===== src/rtl/rst_seq_if.sv =====
// Reset sequencer signal bundle: PLL lock and soft restart in,
// staged active-low resets, status and lock-loss counter out.
interface rst_seq_if;
  logic       pll_locked;
  logic       soft_rst_req;
  logic       rst_n_sdram;
  logic       rst_n_core;
  logic       rst_n_disp;
  logic       seq_done;
  logic [2:0] seq_state;
  logic [7:0] lock_lost_cnt;

  modport master (
    input  pll_locked,
    input  soft_rst_req,
    output rst_n_sdram,
    output rst_n_core,
    output rst_n_disp,
    output seq_done,
    output seq_state,
    output lock_lost_cnt
  );

  modport slave (
    output pll_locked,
    output soft_rst_req,
    input  rst_n_sdram,
    input  rst_n_core,
    input  rst_n_disp,
    input  seq_done,
    input  seq_state,
    input  lock_lost_cnt
  );
endinterface


===== src/rtl/rst_seq.sv =====
// Staged reset sequencer: HOLD, wait for stable PLL lock, then
// release SDRAM, core and display resets in order.
// Ports: clk_sys, rst_sys (sync, active-high), bus (master side).
module rst_seq #(
  parameter int unsigned HOLD_CYC    = 64,
  parameter int unsigned LOCK_STABLE = 1024,
  parameter int unsigned SDRAM_DLY   = 20000,
  parameter int unsigned CORE_DLY    = 16
) (
  input  logic       clk_sys,
  input  logic       rst_sys,
  rst_seq_if.master  bus
);

  if (HOLD_CYC < 1 || HOLD_CYC > 65535 ||
      LOCK_STABLE < 1 || LOCK_STABLE > 65535 ||
      SDRAM_DLY < 1 || SDRAM_DLY > 65535 ||
      CORE_DLY < 1 || CORE_DLY > 65535) begin : g_bad_param
    $error("rst_seq: parameters must be 1..65535");
  end

  localparam logic [15:0] HOLD_M1  = 16'(HOLD_CYC - 1);
  localparam logic [15:0] LOCK_M1  = 16'(LOCK_STABLE - 1);
  localparam logic [15:0] SDRAM_M1 = 16'(SDRAM_DLY - 1);
  localparam logic [15:0] CORE_M1  = 16'(CORE_DLY - 1);

  typedef enum logic [2:0] {
    S_HOLD  = 3'd0,
    S_LOCK  = 3'd1,
    S_SDRAM = 3'd2,
    S_CORE  = 3'd3,
    S_RUN   = 3'd4
  } state_e;

  state_e      state_q, state_d;
  logic [15:0] cnt_q, cnt_d;
  logic [7:0]  lost_q, lost_d;
  logic        sdram_q, sdram_d;
  logic        core_q, core_d;
  logic        disp_q, disp_d;
  logic        released;
  logic        lock_abort;

  // SDRAM reset already released: lock loss here is an abort
  assign released = (state_q == S_SDRAM) ||
                    (state_q == S_CORE) ||
                    (state_q == S_RUN);
  assign lock_abort = released && !bus.pll_locked;

  always_comb begin
    state_d = state_q;
    cnt_d   = cnt_q;
    lost_d  = lost_q;
    case (state_q)
      S_HOLD: begin
        if (cnt_q == HOLD_M1) begin
          state_d = S_LOCK;
          cnt_d   = '0;
        end else begin
          cnt_d = cnt_q + 16'd1;
        end
      end
      S_LOCK: begin
        if (!bus.pll_locked) begin
          cnt_d = '0;
        end else if (cnt_q == LOCK_M1) begin
          state_d = S_SDRAM;
          cnt_d   = '0;
        end else begin
          cnt_d = cnt_q + 16'd1;
        end
      end
      S_SDRAM: begin
        if (cnt_q == SDRAM_M1) begin
          state_d = S_CORE;
          cnt_d   = '0;
        end else begin
          cnt_d = cnt_q + 16'd1;
        end
      end
      S_CORE: begin
        if (cnt_q == CORE_M1) begin
          state_d = S_RUN;
          cnt_d   = '0;
        end else begin
          cnt_d = cnt_q + 16'd1;
        end
      end
      S_RUN: begin
        cnt_d = '0;
      end
      default: begin
        state_d = S_HOLD;
        cnt_d   = '0;
      end
    endcase

    if (lock_abort) begin
      state_d = S_HOLD;
      cnt_d   = '0;
      if (lost_q != 8'hFF) begin
        lost_d = lost_q + 8'd1;
      end
    end

    if (bus.soft_rst_req) begin
      state_d = S_HOLD;
      cnt_d   = '0;
    end
  end

  // Reset outputs are registered decodes of the next state, so
  // they switch on the same edge as the state register.
  always_comb begin
    sdram_d = (state_d == S_SDRAM) ||
              (state_d == S_CORE) ||
              (state_d == S_RUN);
    core_d  = (state_d == S_CORE) ||
              (state_d == S_RUN);
    disp_d  = (state_d == S_RUN);
  end

  always_ff @(posedge clk_sys) begin
    if (rst_sys) begin
      state_q <= S_HOLD;
      cnt_q   <= '0;
      lost_q  <= '0;
      sdram_q <= 1'b0;
      core_q  <= 1'b0;
      disp_q  <= 1'b0;
    end else begin
      state_q <= state_d;
      cnt_q   <= cnt_d;
      lost_q  <= lost_d;
      sdram_q <= sdram_d;
      core_q  <= core_d;
      disp_q  <= disp_d;
    end
  end

  assign bus.rst_n_sdram   = sdram_q;
  assign bus.rst_n_core    = core_q;
  assign bus.rst_n_disp    = disp_q;
  assign bus.seq_done      = disp_q;
  assign bus.seq_state     = state_q;
  assign bus.lock_lost_cnt = lost_q;

endmodule


===== src/flat_wrapper.sv =====
// flat-port wrapper written by rule: the top's interface ports become plain ports
module rst_seq_flat 
#(
  parameter int unsigned HOLD_CYC    = 64,
  parameter int unsigned LOCK_STABLE = 1024,
  parameter int unsigned SDRAM_DLY   = 20000,
  parameter int unsigned CORE_DLY    = 16
)
  (clk_sys, rst_sys, bus_pll_locked, bus_soft_rst_req, bus_rst_n_sdram, bus_rst_n_core, bus_rst_n_disp, bus_seq_done, bus_seq_state, bus_lock_lost_cnt);
  rst_seq_if bus_i ();
  input  logic clk_sys;
  input  logic rst_sys;
  input wire logic [$bits(bus_i.pll_locked)-1:0] bus_pll_locked;
  input wire logic [$bits(bus_i.soft_rst_req)-1:0] bus_soft_rst_req;
  output wire logic [$bits(bus_i.rst_n_sdram)-1:0] bus_rst_n_sdram;
  output wire logic [$bits(bus_i.rst_n_core)-1:0] bus_rst_n_core;
  output wire logic [$bits(bus_i.rst_n_disp)-1:0] bus_rst_n_disp;
  output wire logic [$bits(bus_i.seq_done)-1:0] bus_seq_done;
  output wire logic [$bits(bus_i.seq_state)-1:0] bus_seq_state;
  output wire logic [$bits(bus_i.lock_lost_cnt)-1:0] bus_lock_lost_cnt;
  assign bus_i.pll_locked = bus_pll_locked;
  assign bus_i.soft_rst_req = bus_soft_rst_req;
  assign bus_rst_n_sdram = bus_i.rst_n_sdram;
  assign bus_rst_n_core = bus_i.rst_n_core;
  assign bus_rst_n_disp = bus_i.rst_n_disp;
  assign bus_seq_done = bus_i.seq_done;
  assign bus_seq_state = bus_i.seq_state;
  assign bus_lock_lost_cnt = bus_i.lock_lost_cnt;
  rst_seq #(.HOLD_CYC(HOLD_CYC), .LOCK_STABLE(LOCK_STABLE), .SDRAM_DLY(SDRAM_DLY), .CORE_DLY(CORE_DLY)) u_core (.clk_sys(clk_sys), .rst_sys(rst_sys), .bus(bus_i));
endmodule

===== config.mk =====
export PLATFORM = sky130hd
export DESIGN_NAME = rst_seq_flat
export DESIGN_NICKNAME = d
export VERILOG_FILES = /design/src/rtl/rst_seq_if.sv /design/src/rtl/rst_seq.sv /design/src/flat_wrapper.sv
export SDC_FILE = /design/constraint.sdc
export NUM_CORES = 1
export LEC_CHECK = 0
export ABC_AREA = 0
export CAP_MARGIN = 20
export CELL_PAD_IN_SITES_DETAIL_PLACEMENT = 1
export CELL_PAD_IN_SITES_GLOBAL_PLACEMENT = 1
export CORE_MARGIN = 3
export CORE_UTILIZATION = 39
export CTS_BUF_LIST = sky130_fd_sc_hd__clkbuf_8
export DETAILED_ROUTE_END_ITERATION = 6
export PLACE_DENSITY = 0.74
export SYNTH_ARGS = -nofsm -noshare
export SYNTH_HDL_FRONTEND = slang
export SYNTH_SLANG_ARGS = --single-unit

===== constraint.sdc =====
create_clock -name clk_sys -period 2 [get_ports clk_sys]
set_input_delay 0.4 -clock clk_sys [delete_from_list [all_inputs] [get_ports clk_sys]]
set_output_delay 0.4 -clock clk_sys [all_outputs]
set_load 0.005 [all_outputs]

Word-level counts from Yosys, hierarchy flattened --
Index checks and enable logic that the tools add are counted.
Cells by class: $add $sub $neg 2, reduce and logical (&&, ||, !) cells 10, equal/unequal tests 12, mux-type cells 14
Operators by type and width (count):
- 16-bit 2-to-1 mux | 5
- 16-bit case mux with 4 select lines | 1
- 3-bit 2-to-1 mux | 7
- 16-bit by 1-bit adder with 16-bit output (second input constant) | 1
- 16-bit by 10-bit equality test with 1-bit output (second input constant) | 1
- 16-bit by 15-bit equality test with 1-bit output (second input constant) | 1
- 16-bit by 4-bit equality test with 1-bit output (second input constant) | 1
- 16-bit by 6-bit equality test with 1-bit output (second input constant) | 1
- 3-bit case mux with 5 select lines | 1
- 3-bit by 2-bit equality test with 1-bit output (second input constant) | 4
- 8-bit by 1-bit adder with 8-bit output (second input constant) | 1
- 8-bit != test (second input constant) | 1
- 3-bit equality test (second input constant) | 2
- 1-bit logical OR | 5
- 3-bit by 1-bit equality test with 1-bit output (second input constant) | 1
- 3-bit zero test | 1
- 3-bit OR reduction | 1
- 2-bit AND reduction | 1
- 1-bit logical AND | 1
- 1-bit zero test | 1
Word-level totals: word-level logic and storage cells 44, output and inout port bits 15, flip-flop bits (word level) 30

Longest topological paths before layout --
word-level depth 9, gate-level depth with buffers 7

Worst setup path after synthesis --
OpenSTA, ideal clock, no wires.
kind register to register, start register u_core.cnt_q[0], end register u_core.cnt_q[14], slack 0.098 ns, arrival time 1.787 ns, period minus slack after synthesis 1.902 ns, required time 1.885 ns, stages on the path, launching flop included 8, library setup time 0.115 ns, cells stage by stage dfxtp_1 ha_1 nand3_4 nor3_2 a21oi_1 o31ai_4 buf_4 nor2_1
On the way: cells in the longest elaborated chain, start to end 4
RTL lines:
- from (decl) | line rst_seq.sv:36 | logic [15:0] cnt_q, cnt_d;
- from (signal assigned) | line rst_seq.sv:133 | cnt_q <= cnt_d;
- 16-bit by 1-bit adder with 16-bit output or 16-bit by 10-bit equality test with 1-bit output (tied branches)
- 16-bit 2-to-1 mux | line rst_seq.sv:66 | end else if (cnt_q == LOCK_M1) begin
- 16-bit 2-to-1 mux | line rst_seq.sv:64 | if (!bus.pll_locked) begin
- 16-bit case mux with 4 select lines * | line rst_seq.sv:54 | case (state_q)
Every way passes the cells marked *; elsewhere a longest branch is shown, timed or not. A chain may end at the register's enable or synchronous reset.

Final worst setup path --
start register u_core.cnt_q[15], end register u_core.cnt_q[15]
Same word-level chain as after synthesis.

==> PnR_summary.wiki <==
{| class="wikitable"
! Metric !! Value
|-
| Antenna violations before repair || 0
|-
| Length of the first detailed-routing pass in iterations || 4
|-
| Clock tree from TritonCTS || built
|-
| CTS buffer count || 5
|-
| Worst IR Drop VDD || 0.355 mV
|-
| Area used by multi-input combinational logic || 948 um^2
|-
| Max_slew headroom || 0.703
|-
| RSZ-0062 raised after global routing || yes
|-
| Skew-Pair Late Insertion Delay || 0.29 ns
|-
| Combinational share of power || 0.034
|-
| Global-route wire length before repair || 6.73 mm
|-
| Fraction of synthesis flops using an asynchronous set or reset pin || 0
|-
| Final Skew || 0.00657 ns
|-
| Area share of the leading cell type in the synthesized netlist || 0.392
|-
| Fraction of final layout cells sized beyond drive strength 1 || 0.277
|-
| Met2 layer usage reported by global route || 0.324
|-
| Overall fraction of global-route tracks in use || 0.192
|-
| Core footprint || 3720 um^2
|-
| Post-Place Worst Slack || 0.0299 ns
|-
| H-tree lvl count || 2
|-
| Number of DRC violations after detailed routing || 0
|-
| Syn Std Cell Area || 1530 um^2
|-
| Remaining Overflow, GRT || 0
|-
| Data arrival time of the worst path || 2.13 ns
|-
| Die Footprint || 4710 um^2
|-
| Power Dens Cells || 598 nW/um^2
|-
| # Max-Cap Violations || 0
|-
| Fill count || 429
|-
| Element type at the critical path start || register
|-
| Critical Path Sink Type || register
|-
| Power share of the sequential group || 0.481
|-
| Final setup fails || 0
|-
| Min cycle time layout || 1.95 ns
|-
| Mapped Cells || 164
|-
| FF+latch count, synth || 30
|-
| Total via count after detailed routing || 1379
|-
| EDFF count, synth || 0
|-
| Worst reg2reg startpoint || u_core.cnt_q[15]$_SDFF_PP0_
|-
| Cell with the most instances after synthesis || sky130_fd_sc_hd__nor2_1
|-
| Wire length per cell after detailed routing || 16.4 um
|-
| N_diodes || 0
|-
| Total half-perimeter wirelength after legalization and detailed placement || 2.94 mm
|-
| Sw Ratio || 0.211
|-
| CTS Hold Buffers Added || 0
|-
| CTS max path bufs || 2
|-
| Effective utilization at floorplan || 0.412
|-
| Number of primary I/O pins || 19
|-
| Placer's final routability congestion estimate || 0.850
|-
| Final wirelength || 4.18 mm
|-
| Static leakage || 0.000783 uW
|-
| Final-layout worst hold slack || 0.540 ns
|-
| Iteration-0 DRC count of the detailed router || 63
|-
| Synthesized Nets || 170
|-
| Net switching power || 264 uW
|-
| FF/Latch Area || 609 um^2
|-
| Grt peak-use layer || met2
|-
| Most common library cells after synthesis || sky130_fd_sc_hd__nor2_1, sky130_fd_sc_hd__dfxtp_1, sky130_fd_sc_hd__xor2_1
|-
| Number of port buffers || 18
|-
| Critical Path Fanout Max || 8
|-
| Final nets || 211
|-
| Via count of the first global-routing pass || 1428
|-
| Largest net degree at the start of global routing || 13
|-
| Slew @ Worst Pin || 0.446 ns
|-
| Area growth from synthesis to final layout || 36.4%
|-
| Final-report max-slew violation count || 0
|-
| Unique cell type count in the Yosys netlist || 49
|-
| GR met1 Demand/Resource || 0.233
|-
| Min setup slack post-route || 0.0519 ns
|-
| Yosys top cell by area || sky130_fd_sc_hd__dfxtp_1
|-
| TritonCTS sink count || 30
|-
| Die Span Y || 68.6 um
|-
| Hold Crit Start || u_core.bus.lock_lost_cnt[7]$_SDFFE_PP0P_
|-
| Leading register cell type out of synthesis || sky130_fd_sc_hd__dfxtp_1
|-
| Worst path required time || 2.18 ns
|-
| Post-route fraction of the period consumed by the critical path || 0.974
|-
| Path class of the lowest-slack min-delay path || register to register
|-
| Run status || completed
|-
| Top cells by area in the synthesized netlist || sky130_fd_sc_hd__dfxtp_1, sky130_fd_sc_hd__nor2_1, sky130_fd_sc_hd__xor2_1
|-
| Register area share after synthesis || 0.392
|-
| Number of core rows || 22
|-
| Clock-pin slew on the worst setup and hold paths || 0.07 ns
|-
| Internal power component || 985 uW
|-
| Chip Width || 68.6 um
|-
| Avg Inst Size Synth || 9.33 um^2
|-
| Crit Path Category || register to register
|-
| Global routing met3 resource utilization || 0.0470
|-
| Syn. warnings || 0
|-
| Mean number of vias per cell || 5.43
|-
| Clock Power Share || 0.485
|-
| Crit. Startpoint || u_core.cnt_q[15]$_SDFF_PP0_
|-
| FMAX || 513 MHz
|-
| Root Buffer || sky130_fd_sc_hd__clkbuf_8
|-
| Final hold violations || 0
|-
| Post-DRT Antenna Nets || 0
|}
timing repair:
item                                    CTS  global route
endpoints found under the setup margin    0            18
gates resized for setup                   0            21
endpoints found under the hold margin     0             0
buffers inserted                          0             2
flip-flops by register name, summed over array words and instances (netlist names):
name	flops
u_core.bus.rst_n_sdram	1
u_core.bus.rst_n_core	1
u_core.bus.lock_lost_cnt	8
u_core.bus.seq_state	3
u_core.cnt_q	16
u_core.bus.rst_n_disp	1
critical path, cell delays in order (launching register included):
cell and delay [ns]:
sky130_fd_sc_hd__dfxtp_2 0.34, sky130_fd_sc_hd__or4b_4 0.55, sky130_fd_sc_hd__nor4_4 0.31, sky130_fd_sc_hd__nor2_2 0.08
sky130_fd_sc_hd__o31ai_4 0.32, sky130_fd_sc_hd__buf_6 0.19, sky130_fd_sc_hd__nor2_1 0.06
final cells by class:
class,count,area share
well taps,48,0.0288
flip-flops and latches,30,0.292
clock buffers,5,0.0330
inverters,2,0.00360
repair buffers,40,0.169
multi-input cells,126,0.454
clock inverters,3,0.0192
metal layers:
metal  routed length, um  part of all wire  vias up
met5                   0                 0        -
met4                  73             0.017        0
met3                 110             0.026       10
met2                2220              0.53       19
met1                1770              0.42      685
li1                    -                 -      665
worst paths after layout:
path / cells after the start / slack, ns / to
max: 6 / 0.05 / u_core.cnt_q[15]$_SDFF_PP0_
min: 2 / 0.54 / u_core.bus.lock_lost_cnt[7]$_SDFFE_PP0P_
max reg2reg: 6 / 0.05 / u_core.cnt_q[15]$_SDFF_PP0_
min reg2reg: 2 / 0.54 / u_core.bus.lock_lost_cnt[7]$_SDFFE_PP0P_
power by group through the flow:
stage	logic (uW)	clock network, uW	registers (uW)
after CTS	38.6	616	601
after global routing	45.3	652	600
after floorplan	13.9	0	614
final	42.3	606	601
after global placement	37.0	0	614
after detailed placement	38.5	0	614
placed cells by master, fill, tap and decap left out, drive strengths merged, types with 2 or more instances in the layout:
cell,instances
a2111oi,2
inv,2
or3,5
clkbuf,5
a21o,2
nor2b,2
nand3,7
and4,2
buf,22
nand2,8
nor2,32
clkinv,2
nor4,4
nand4,8
a21oi,2
nor3,3
xor2,12
or3b,2
xnor2,9
dfxtp,30
and3,6
clkdlybuf4s50,18
ha,2
cells by family after synthesis:
| group | after synthesis | synth area share |
|---|---|---|
| and+or+nand+nor | 87 | 0.326 |
| xor gates and xnor gates | 21 | 0.120 |
| muxes | 1 | 0.00654 |
| buffers and inverters | 8 | 0.0262 |
| DFF | 30 | 0.392 |
| adders and majority gates | 2 | 0.0164 |
| AOI/OAI and AO/OA | 15 | 0.112 |
metrics by stage:
step	setup TNS, ns	instances	utilization	area [um^2]	total power [uW]
3_3_place_gp	0	244	0.508	1890	651
6_report	0	254	0.562	2090	1250
4_1_cts	0	252	0.537	2000	1260
3_5_place_dp	0	244	0.508	1890	653
5_1_grt	-0.0872	254	0.562	2090	1300
2_1_floorplan	0	164	-	1530	628
(Power assumes the default switching activity.)
